--- src/rtl/piso_pkg.sv ---
// Shared types and sizing helpers for the parametrised PISO/SIPO serializer family.
package piso_pkg;

  typedef enum logic {ST_IDLE, ST_SHIFT} state_e;

  // Counter width for a WIDTH-bit word; never narrower than one bit.
  function automatic int unsigned cnt_width(input int unsigned width);
    return (width < 2) ? 1 : $clog2(width);
  endfunction

  localparam state_e RST_STATE = ST_IDLE;
  localparam logic   RST_BIT   = 1'b0;

endpackage

--- src/rtl/piso_bit_counter.sv ---
// Bit-position counter: counts 0..WIDTH-1 and flags the final position.
module piso_bit_counter
  import piso_pkg::*;
#(
  parameter int unsigned WIDTH = 8,
  parameter int unsigned CntW  = cnt_width(WIDTH)
) (
  input  logic            clk,
  input  logic            reset,
  input  logic            clr,
  input  logic            en,
  output logic [CntW-1:0] cnt,
  output logic            at_last
);

  localparam logic [CntW-1:0] LastCnt = CntW'(WIDTH - 1);

  logic [CntW-1:0] r_cnt;

  always_ff @(posedge clk) begin
    if (reset || clr) begin
      r_cnt <= '0;
    end else if (en) begin
      r_cnt <= r_cnt + CntW'(1);
    end
  end

  assign cnt     = r_cnt;
  assign at_last = (r_cnt == LastCnt);

endmodule

--- src/rtl/piso_stream_ser.sv ---
// Parametrised parallel-in/serial-out serializer with valid/ready load and first/last flags.
module piso_stream_ser #(
  parameter int unsigned WIDTH      = 8,
  parameter bit          MSB_FIRST  = 1'b1,
  parameter logic        IDLE_LEVEL = 1'b0
) (
  input  logic             clk,
  input  logic             reset,
  input  logic             load_valid,
  output logic             load_ready,
  input  logic [WIDTH-1:0] d_in,
  input  logic             shift_en,
  output logic             q_serial,
  output logic             q_valid,
  output logic             q_first,
  output logic             q_last,
  output logic [WIDTH-1:0] q_parallel,
  output logic             busy
);

  import piso_pkg::*;

  localparam int unsigned CntW = cnt_width(WIDTH);

  state_e           r_state;
  logic [WIDTH-1:0] r_sr;
  logic [CntW-1:0]  w_cnt;
  logic             w_at_last;
  logic             w_shifting;
  logic             w_final;
  logic             w_accept;

  assign w_shifting = (r_state == ST_SHIFT) && shift_en;
  assign w_final    = w_shifting && w_at_last;
  // A load at the final enabled bit replaces the old word with no idle gap.
  assign load_ready = !reset && ((r_state == ST_IDLE) || w_final);
  assign w_accept   = load_valid && load_ready;

  piso_bit_counter #(
    .WIDTH (WIDTH),
    .CntW  (CntW)
  ) u_bit_counter (
    .clk     (clk),
    .reset   (reset),
    .clr     (w_accept || w_final),
    .en      (w_shifting && !w_at_last),
    .cnt     (w_cnt),
    .at_last (w_at_last)
  );

  always_ff @(posedge clk) begin
    if (reset) begin
      r_state <= RST_STATE;
      r_sr    <= {WIDTH{RST_BIT}};
    end else if (w_accept) begin
      r_state <= ST_SHIFT;
      r_sr    <= d_in;
    end else if (w_final) begin
      r_state <= ST_IDLE;
      r_sr    <= '0;
    end else if (w_shifting) begin
      r_sr <= MSB_FIRST ? {r_sr[WIDTH-2:0], 1'b0} : {1'b0, r_sr[WIDTH-1:1]};
    end
  end

  assign q_valid    = (r_state == ST_SHIFT);
  assign busy       = q_valid;
  assign q_first    = q_valid && (w_cnt == '0);
  assign q_last     = q_valid && w_at_last;
  assign q_serial   = q_valid ? (MSB_FIRST ? r_sr[WIDTH-1] : r_sr[0]) : IDLE_LEVEL;
  assign q_parallel = r_sr;

endmodule

--- config.mk ---
export PLATFORM = sky130hd
export DESIGN_NAME = piso_stream_ser
export DESIGN_NICKNAME = d
export VERILOG_FILES = /design/src/rtl/piso_pkg.sv /design/src/rtl/piso_bit_counter.sv /design/src/rtl/piso_stream_ser.sv
export SDC_FILE = /design/constraint.sdc
export NUM_CORES = 1
export LEC_CHECK = 0
export ABC_AREA = 0
export CAP_MARGIN = 5
export CORE_AREA = 10 10 52 54
export CTS_CLUSTER_SIZE = 14
export DETAILED_ROUTE_END_ITERATION = 12
export DIE_AREA = 0 0 62 64
export PLACE_DENSITY = 0.7
export SYNTH_ARGS = -nofsm -noshare
export SYNTH_HDL_FRONTEND = slang
export SYNTH_SLANG_ARGS = --single-unit
export TNS_END_PERCENT = 5
--- constraint.sdc ---
create_clock -name clk -period 1.6 [get_ports clk]
set_input_delay 0.32 -clock clk [delete_from_list [all_inputs] [get_ports clk]]
set_output_delay 0.32 -clock clk [all_outputs]
set_load 0.02 [all_outputs]
Yosys cells after proc, flatten, opt, wreduce, memory -nomap -nowiden
Cells that the tools add are included.

storage, ports and cells
  register bits after elaboration = 12
  input bits = 12
  logic and storage cells = 27

operators by class
  add/subtract/negate cells = 1
  equal/unequal tests = 1
  multiplexer cells = 6
  bitwise gates (word level) = 1
  reduce and logical (&&, ||, !) cells = 15

operator list
  operator               count
  $mux W8                3
  $logic_and A1 B1 Y1    7
  $add A3 B1 Y3 const B  1
  $eq A3 B3 Y1 const B   1
  $logic_not A3 Y1       1
  $logic_or A1 B1 Y1     3
  $mux W1                3
  $reduce_bool A3 Y1     1
  $logic_not A1 Y1       2
  $reduce_bool A2 Y1     1
  $not A1 Y1             1

Logic depth before layout (Yosys ltp)
  depth in word-level cells = 7
  depth in mapped cells = 5
  gate-level depth less buffers = 5

By module
Synthesis repeated with hierarchy kept, for this count alone.

unflattened totals
  cell total of the unflattened synthesis = 71
  area total of the unflattened synthesis = 691.9 um^2

by module, submodules not included
  module            times used  cells each  area an instance (um^2)
  piso_stream_ser   1           60          558.0
  piso_bit_counter  1           11          133.9

Least setup slack after synthesis
Ideal clock, no wire load.

  path type = register to register
  from = register u_bit_counter.r_cnt[1], in the netlist u_bit_counter.cnt[1]
  to = register r_sr[0], in the netlist q_parallel[0]
  data arrival time = 1.426 ns
  required time = 1.477 ns
  setup slack = 0.051 ns
  stages on the path, launching flop included = 6
  path buffers = 0
  period minus slack after synthesis = 1.549 ns
  path through = dfxtp_1 -> ha_1 -> ha_1 -> a21boi_2 -> nor3b_4 -> mux2_1

between the ends
  word-level cells in the longest chain between the ends = 6
  elaborated cells between the ends (all ways) = 8
  those cells by class = eq/ne (1); mux (2); reduce/logical (5)

RTL lines
  what                                                            line                    text
  start: declaration                                              piso_bit_counter.sv:18  logic [CntW-1:0] r_cnt;
  start signal: assignment                                        piso_bit_counter.sv:24  r_cnt <= r_cnt + CntW'(1);
  $eq A3 B3 Y1 (*)                                                piso_bit_counter.sv:29  assign at_last = (r_cnt == LastCnt);
  $logic_and A1 B1 Y1 (*)                                         piso_stream_ser.sv:34   assign w_final = w_shifting && w_at_last;
  $logic_or A1 B1 Y1                                              piso_stream_ser.sv:36   assign load_ready = !reset && ((r_state == ST_IDLE) || w_final);
  $logic_and A1 B1 Y1                                             piso_stream_ser.sv:36
  $logic_and A1 B1 Y1                                             piso_stream_ser.sv:37   assign w_accept = load_valid && load_ready;
  $reduce_bool A3 Y1 (no source line) or $mux W8 (tied branches)  --
  end signal: assignment                                          piso_stream_ser.sv:54   r_sr <= {WIDTH{RST_BIT}};
  end signal: assignment                                          piso_stream_ser.sv:57   r_sr <= d_in;
  end signal: assignment                                          piso_stream_ser.sv:62   r_sr <= MSB_FIRST ? {r_sr[WIDTH-2:0], 1'b0} : {1'b0, r_sr[WIDTH-1:1]};
  end: declaration                                                piso_stream_ser.sv:26   logic [WIDTH-1:0] r_sr;

Every way passes the cells marked *; elsewhere a longest branch is shown, timed or not.
A chain may end at the register's enable or synchronous reset.

Final worst setup path
  from = register u_bit_counter.r_cnt[0], in the netlist u_bit_counter.cnt[0]
  to = output load_ready

between the ends
  word-level cells in the longest chain between the ends = 4

RTL lines
  what                 line                    text
  $eq A3 B3 Y1         piso_bit_counter.sv:29
  $logic_and A1 B1 Y1  piso_stream_ser.sv:34
  $logic_or A1 B1 Y1   piso_stream_ser.sv:36
  $logic_and A1 B1 Y1  piso_stream_ser.sv:36
  end: declaration     piso_stream_ser.sv:10   output logic load_ready,

Every way passes these cells.

==> reports/metrics.csv <==
stage;metric;value;unit
outcome;status;finished with violations;
outcome;failing checks;negative setup slack;
global_routing;GR Overflow Total;0;
sta;# setup viols final;1;
cells_and_area;area occupied by multi-input gates;357.8;um^2
worst_hold_path;hold_sp;q_parallel[6]$_SDFFE_PP0P_;
cells_and_area;layout cells sized above 1;26.88;%
clocking;number of clock sinks;12;
global_routing;largest net degree at the start of global routing;8;
sta;fin. max-slew vios;0;
detailed_routing;post-route ant nets;0;
pwr;total power per unit cell area;732.4;nW/um^2
detailed_routing;routed via count;559;
detailed_routing;iteration count of the initial detailed-routing pass;4;
synth;largest cells by area after synthesis;dfxtp_1 41%, a221o_1 12%, and2_1 11%, ha_1 6.3%, a211oi_1 3.8%;
setup_path;CP Capture Type;output pin;
die;io pins;26;
clocking;Root Buffer;clkbuf_4;
cells_and_area;area grow syn2layout;73.21;%
place;Routability Congestion;0.7880;
global_routing;vias in the first global route;593;
synth;post-synth net total;71;
die;Die W;62;um
synth;post-synth top area share;40.51;%
setup_path;arrival time worst endpoint;1.29;ns
pwr;worst vdd ir;491.1;uV
detailed_routing;Post-Route WL;1621;um
place;port buffer count;25;
clocking;Setup Buffers After CTS;0;
synth;post-synth top area cell;dfxtp_1;
cells_and_area;fill count;130;
setup_path;reg2reg start;u_bit_counter.cnt[0]$_SDFFE_PP0P_;
setup_path;crit path launch;u_bit_counter.cnt[0]$_SDFFE_PP0P_;
synth;Synthesis Warnings;0;
clocking;CTS tree;built;
clocking;CTS Hold Bufs;0;
detailed_routing;vias per inst;4.737;
setup_path;CP Max Fanout;3;
die;die area;3968;um^2
detailed_routing;drt drc;0;
sta;Rel. slew slack;63.85;%
cells_and_area;register area;242.7;um^2
worst_hold_path;Hold Path Class;reg2reg;
setup_path;CP Class;reg2out;
die;Core Region;1708;um^2
clocking;Clock transition at path regs;0.09;ns
sta;Final min period;1.613;ns
clocking;Longest Clk Path Bufs;2;
sta;actual slew at the worst max-slew pin;0.5413;ns
synth;Avg Synthesized Cell Area;10.59;um^2
pwr;Static Leakage;0.0005407;uW
sta;Setup TNS;-0.01313;ns
sta;RSZ-0062 raised after global routing;yes;
setup_path;Worst EP required;1.28;ns
cells_and_area;diode count;0;
clocking;cts bufs inserted;3;
die;row count;15;
die;die height;64;um
clocking;htree depth;1;
synth;mapped cell area;593.1;um^2
sta;Layout Skew;0.005210;ns
global_routing;gr usage total;8.794;%
synth;Syn Inst Count;56;
synth;#FFs+latches synth;12;
die;initial core utilization;34.73;%
sta;Final Worst Setup Slack;-0.01313;ns
place;pre-CTS setup slack;-0.3553;ns
synth;Synth cell types;20;
setup_path;Startpoint Class;flop;
detailed_routing;1st-iter DRT viols;6;
synth;sequential share of the synthesized area;40.51;%
clocking;Skew-Pair Late Insertion Delay;0.28;ns
run;maxcap violations;0;
global_routing;initial antenna violation count;0;
sta;Fmax achieved;619.9;MHz
sta;Final Hold Fails;0;
detailed_routing;drt wl/cell;13.74;um
cells_and_area;Net count, final;109;
global_routing;first-pass GRT wire length;2670;um
place;hpwl dp;1339;um
sta;crit share post-route;100.8;%
-- kinds of logic (layout without fill, tap and decap cells) --
group	after synthesis	in the layout	synth area share [%]
and+or+nand+nor	19	19	21.52
AOI/OAI and AO/OA	13	13	20.89
DFF	12	12	40.51
buffers and inverters	5	42	4.008
adders and majority gates	3	3	6.330
muxes	3	3	5.274
xor gates and xnor gates	1	1	1.477
-- timing repair --
| action | 4_1_cts | 5_1_grt |
|---|---|---|
| setup endpoints to repair | 16 | 17 |
| pin swaps | 1 | 7 |
| gates resized for setup | 22 | 12 |
-- cell usage in the layout (no fill, tap or decap) --
master / n
mux2i_1: 2
ha_4: 2
dlymetal6s2s_1: 7
xnor2_1: 1
clkbuf_8: 1
a211oi_1: 3
inv_1: 3
nor3b_1: 1
nand3b_1: 1
mux2_1: 1
a211oi_2: 1
dfxtp_2: 2
a21boi_2: 1
nand2_1: 1
buf_12: 1
buf_6: 1
nor2_1: 4
clkdlybuf4s50_1: 12
and4bb_4: 1
and2_1: 10
nor3b_4: 1
a221o_1: 7
dfxtp_1: 10
ha_1: 1
buf_4: 11
clkbuf_4: 3
dlygate4sd2_1: 3
a21o_1: 1
-- final timing paths --
kind                                                    to  depth (start not counted)  slack, ns
worst min-delay path            q_parallel[6]$_SDFFE_PP0P_                          1       0.51
worst min register to register  q_parallel[6]$_SDFFE_PP0P_                          1       0.51
worst max-delay path                            load_ready                          5      -0.01
worst max register to register  q_parallel[2]$_SDFFE_PP0P_                          7       0.05
-- flip-flops by register name, summed over array words and instances, names as in the netlist --
signal             flops
busy                   1
q_parallel             8
u_bit_counter.cnt      3
-- power by group --
group	internal, uW	switching, uW
Sequential	316	13.3
Clock	138	114
Combinational	94.4	76.6
-- synth_stat cells --
cell / count
buf_4: 1
a211oi_1: 3
xnor2_1: 1
mux2i_1: 2
nand3b_1: 1
mux2_1: 1
inv_1: 3
a221o_1: 7
and4bb_1: 1
a211oi_2: 1
a21o_1: 1
nor3b_4: 1
and2_1: 10
nor3b_1: 1
dfxtp_1: 12
a21boi_2: 1
nor2_1: 4
buf_2: 1
nand2_1: 1
ha_1: 3
-- critical path, cell delays in order (launching register included) --
cell,delay [ns]
dfxtp_2,0.35
ha_4,0.16
ha_4,0.16
a21boi_2,0.14
nor2_1,0.05
buf_4,0.15
-- metrics by stage --
stage,std cells,instance area [um^2],util (%),power (uW),hold slack [ns]
global placement,114,949.7,55.60,511.1,0.4890
floorplan,56,593.1,-,413.3,0.4407
global route,118,1027,60.15,788.1,0.5330
finish,118,1027,60.15,752.4,0.5121
CTS,118,994.7,58.24,754.8,0.5217
detailed placement,114,949.7,55.60,514.4,0.5025
-- cell type report --
class	count	share of cell area [%]
clock buffer	4	3.532
inverter	3	1.096
multi-input combinational	39	34.84
sequential	12	23.63
tap	25	3.045
timing repair buffer	35	33.86
-- metal layers --
| metal | vias to the layer above | GRT usage [%] | share of wire (%) |
|---|---|---|---|
| met5 | - | 0 | 0 |
| met4 | 0 | 4.190 | 1.2 |
| met3 | 2 | 3.360 | 7.5 |
| met2 | 15 | 14.49 | 52 |
| met1 | 264 | 9.438 | 39 |
| li1 | 278 | - | - |
Note: power is estimated with default switching activity, not from simulation.
==> edit 1: new RTL, same flow settings <==
`MSB_FIRST`: 1'b1 -> 1'b0.
--- a/src/rtl/piso_stream_ser.sv
+++ b/src/rtl/piso_stream_ser.sv
@@ -3,3 +3,3 @@
   parameter int unsigned WIDTH      = 8,
-  parameter bit          MSB_FIRST  = 1'b1,
+  parameter bit          MSB_FIRST  = 1'b0,
   parameter logic        IDLE_LEVEL = 1'b0
Check against the original RTL: not equivalent (a bounded check fails within 4 cycles, from zero or initial values and one cycle with reset high).
==> edit 1 against the unedited design <==
Sequential cell count unchanged. Register-to-register slack about the same. Power down 5.9%. Cell area up 6.0%. Clock power down 27%. Largest cell class unchanged. Combinational power up 12%. Setup slack better by 23 ps. Final cell count up 8.5%. Synthesized area up 8.4%. Routed wire length up 9.8%.
==> edit 1: results (changes against the unedited design) <==
<table>
<tr><th>Metric</th><th>Value</th></tr>
<tr><th colspan="2">Run status</th></tr>
<tr><td>Run status</td><td>completed</td></tr>
<tr><th colspan="2">Timing</th></tr>
<tr><td>Worst slew margin relative to its limit</td><td>0.6997 (+0.06123)</td></tr>
<tr><td>Setup Skew</td><td>2.436 ps (-2.774 ps)</td></tr>
<tr><th colspan="2">Synthesis</th></tr>
<tr><td>Compound-gate portion of the synthesized area</td><td>0.2218 (+0.01293)</td></tr>
<tr><td>Arithmetic-cell share of the synthesized area counting full adders, half adders and majority gates</td><td>0.05837 (-0.004925)</td></tr>
<tr><td>Top cells by instance count after synthesis</td><td>dfxtp_1 (12), nor2_1 (8), and2_2 (7)</td></tr>
<tr><td>Seq/Total Area, Yosys</td><td>0.3735 (-0.03152)</td></tr>
<tr><td>Number of distinct library cell variants in the gate-level netlist after synthesis</td><td>29 (+45%)</td></tr>
<tr><td>Multiplexer area fraction after synthesis</td><td>0.03113 (-0.02161)</td></tr>
<tr><th colspan="2">Worst setup path</th></tr>
<tr><td>Number of cells on the worst reg-to-reg path</td><td>6 (-1)</td></tr>
<tr><td>Arrival time of the worst setup path</td><td>1270 ps (-20 ps)</td></tr>
<tr><th colspan="2">Drt</th></tr>
<tr><td>Routed length on met3</td><td>157 um (+29%)</td></tr>
<tr><td>Total detailed-routing wirelength</td><td>1780 um (+9.8%)</td></tr>
<tr><td>Routed length on met2</td><td>849 um (+1.2%)</td></tr>
<tr><td>Vias per std cell</td><td>4.867 (+2.7%)</td></tr>
<tr><th colspan="2">Global routing</th></tr>
<tr><td>Number of global-route vias before repair</td><td>651 (+9.8%)</td></tr>
<tr><td>Met1 usage in global routing</td><td>0.1026 (+0.008211)</td></tr>
<tr><td>First-pass GRT wire length</td><td>2877 um (+7.8%)</td></tr>
<tr><td>Largest net degree at the start of global routing</td><td>10 (+2)</td></tr>
<tr><th colspan="2">CTS</th></tr>
<tr><td>CTS resizes</td><td>24 (+9.1%)</td></tr>
<tr><td>Clock slew at the register clock pins of the worst setup and hold paths</td><td>70 ps (-20 ps)</td></tr>
<tr><th colspan="2">Final layout</th></tr>
<tr><td>Count of nets after finishing</td><td>120 (+10%)</td></tr>
<tr><th colspan="2">Placed design</th></tr>
<tr><td>Estimated wirelength of the detail-placed design</td><td>1397 um (+4.3%)</td></tr>
<tr><td>Global placement routability congestion</td><td>0.7566 (-4.0%)</td></tr>
<tr><th colspan="2">Power and ir drop</th></tr>
<tr><td>Worst IR drop on VDD</td><td>0.0003873 V (-21%)</td></tr>
<tr><td>Switch share</td><td>0.2784 (+0.007846)</td></tr>
</table>
edit 1: changes by cell type after synthesis, sizes merged, moves of 2 or more:
cell    delta
a211oi     -3
and2       -2
nor2       +5
nor2b      +2
nor3b      -2
edit 1: worst min path at each step:
stage	depth (start not counted)	end	start	slack [ps]
6_report	1	q_parallel[0]	q_parallel[0]	510
5_1_grt	1	q_parallel[0]	q_parallel[0]	540
4_1_cts	1	q_parallel[0]	q_parallel[0]	520
3_5_place_dp	1	q_parallel[0]	q_parallel[0]	490
3_3_place_gp	1	q_parallel[0]	q_parallel[0]	490
2_1_floorplan	2	busy	load_valid	440
edit 1: final cells by class:
class                      instances  share of cell area
tap                               25             0.02874
timing repair buffer              39              0.3402
multi-input combinational         46              0.3759
inverter                           3             0.01034
sequential                        12              0.2241
clock buffer                       3             0.02069
edit 1: critical path, delay by kind of cell (launching register included):
kind / cells / cell delay, ps
and+or+nand+nor: 1 / 50
AOI/OAI and AO/OA: 1 / 160
adders and majority gates: 2 / 330
DFF: 1 / 340
buffers and inverters: 1 / 120
edit 1: metrics by stage:
| stage | area (um^2) | utilization | setup TNS [ps] | worst slack (ps) | instances |
|---|---|---|---|---|---|
| floorplan | 643.1 | - | 0 | 52.82 | 64 |
| global placement | 1006 | 0.5890 | -2673 | -347.5 | 125 |
| detailed placement | 1006 | 0.5890 | -2777 | -350.7 | 125 |
| CTS | 1046 | 0.6125 | -2.204 | -1.520 | 128 |
| global route | 1089 | 0.6374 | -72.47 | -43.32 | 128 |
| finish | 1089 | 0.6374 | 0 | 9.736 | 128 |
edit 1: power by group through the flow:
stage                     clock [mW]  combinational [mW]  sequential, mW
after floorplan                    0              0.0741           0.354
after global placement             0               0.192           0.338
after detailed placement           0               0.193           0.339
after CTS                      0.193               0.189           0.334
after global routing           0.208               0.207           0.337
final                          0.183               0.192           0.334
==> edit 2: new RTL, config.mk and constraints unchanged <==
Made on the original files. Make the reset (`reset`) asynchronous in one clocked block.
--- a/src/rtl/piso_stream_ser.sv
+++ b/src/rtl/piso_stream_ser.sv
@@ -50,3 +50,3 @@
 
-  always_ff @(posedge clk) begin
+  always_ff @(posedge clk or posedge reset) begin
     if (reset) begin
Formal check against the unedited RTL: differs if reset is asserted again (counterexample within 4 cycles, from zero or initial values and one cycle with reset high); with reset held inactive, the same outputs for 10 cycles.
==> edit 2 against the unedited design <==
Setup slack better by 20 ps. Highest routed layer unchanged. Final cell count up 14%. Synthesized area up 22%. Critical path type unchanged. Cell area up 11%. Largest cell class unchanged. Register-to-register slack worse by 30 ps. Routed wire length up 19%. Sequential cell count unchanged.
Power is not compared: it rests on default switching activity, and its combinational part moved more than twofold at a synthesized area within 25%.
==> edit 2: results (changes against the unedited design) <==
<table>
<tr><th>Metric</th><th>Value</th></tr>
<tr><th colspan="2">Final layout</th></tr>
<tr><td>Count of nets after finishing</td><td>126 (+16%)</td></tr>
<tr><td>Fraction of final layout cells sized beyond drive strength 1</td><td>0.2818 (+0.01300)</td></tr>
<tr><th colspan="2">Global routing</th></tr>
<tr><td>Met2 track demand over resource</td><td>0.1795 (+0.03462)</td></tr>
<tr><td>Global routing met3 resource utilization</td><td>0.03162 (-0.001976)</td></tr>
<tr><td>Met1 usage in global routing</td><td>0.1197 (+0.02534)</td></tr>
<tr><td>First-pass GRT wire length</td><td>3222 um (+21%)</td></tr>
<tr><th colspan="2">Synthesis</th></tr>
<tr><td>Commonest register cell after synthesis</td><td>dfrtp_1</td></tr>
<tr><td>Compound-gate portion of the synthesized area</td><td>0.08824 (-0.1206)</td></tr>
<tr><td>Fraction of synthesis flops using an asynchronous set or reset pin</td><td>0.7500 (+0.7500)</td></tr>
<tr><td>Cell count after synthesis</td><td>73 (+30%)</td></tr>
<tr><td>Synth Area in XOR/XNOR</td><td>0 (-0.01477)</td></tr>
<tr><td>Number of distinct library cell variants in the gate-level netlist after synthesis</td><td>18 (-10%)</td></tr>
<tr><td>Net Count, Synth</td><td>88 (+24%)</td></tr>
<tr><th colspan="2">Drt</th></tr>
<tr><td>Overall via count from detail_route</td><td>663 (+19%)</td></tr>
<tr><td>Initial DRC count</td><td>12 (+6)</td></tr>
<tr><th colspan="2">Worst setup path</th></tr>
<tr><td>Slack of the worst reg-to-reg path</td><td>20 ps (-30 ps)</td></tr>
<tr><td>Worst R2R End</td><td>q_parallel[5]</td></tr>
<tr><td>Maximum fanout along the worst path</td><td>4 (+1)</td></tr>
<tr><th colspan="2">Timing</th></tr>
<tr><td>Worst-case hold slack</td><td>502.0 ps (-10.13 ps)</td></tr>
<tr><td>Highest clock frequency the design can meet</td><td>0.6277 GHz (+1.3%)</td></tr>
<tr><td>Slew at the pin closest to its max-slew limit</td><td>374.8 ps (-166.5 ps)</td></tr>
<tr><td>Setup Skew</td><td>4.696 ps (-0.5141 ps)</td></tr>
<tr><th colspan="2">Run status</th></tr>
<tr><td>Run status</td><td>completed</td></tr>
<tr><th colspan="2">Placed design</th></tr>
<tr><td>Total placed cells including tap cells</td><td>130 (+14%)</td></tr>
<tr><td>Setup Slack @ Placement</td><td>-343.4 ps (+11.90 ps)</td></tr>
</table>
-- edit 2: layout make-up --
| type | instances | area, um^2 |
|---|---|---|
| sequential | 12 | 289.0 |
| clock buffer | 4 | 26.28 |
| inverter | 11 | 41.29 |
| timing repair buffer | 39 | 360.3 |
| fill | 146 | 570.5 |
| tap | 25 | 31.28 |
| multi-input combinational | 44 | 389.1 |
-- edit 2: cells by family (layout without fill, tap and decap cells) --
group                      count (synthesis)  after routing
DFF                                       12             12
buffers and inverters                     17             54
adders and majority gates                  3              3
muxes                                      9              9
AOI/OAI and AO/OA                         10             10
and+or+nand+nor                           22             22
-- edit 2: worst max-delay path, stage by stage, from the launching register on --
cell      delay [ps]
dfxtp_2          340
ha_4             160
ha_4             170
a21boi_4         130
nor2_1            50
buf_2            150
-- edit 2: repair_timing --
| item | 4_1_cts | 5_1_grt |
|---|---|---|
| hold buffers | 0 | 0 |
| endpoints found under the setup margin | 17 | 15 |
| pin swaps | 0 | 2 |
| setup buffers | 0 | 1 |
| gates resized for setup | 23 | 14 |
-- edit 2: worst max path at each step --
stage	endpoint	cells past startpoint
after floorplan	q_last	4
after global placement	load_ready	4
after detailed placement	load_ready	4
after CTS	q_last	4
after global routing	q_parallel[5]	7
final	load_ready	5
-- edit 2: report_power, final --
| group | total [mW] | internal (mW) | switching [mW] |
|---|---|---|---|
| combinational | 0.568 | 0.281 | 0.287 |
| sequential | 0.442 | 0.380 | 0.0616 |
| clock | 0.197 | 0.0966 | 0.0999 |
-- edit 2: per-layer routing --
layer | vias up | part of all wire
met5 | - | 0
met4 | 0 | 0.033
met3 | 9 | 0.068
met2 | 24 | 0.52
met1 | 309 | 0.38
li1 | 321 | -
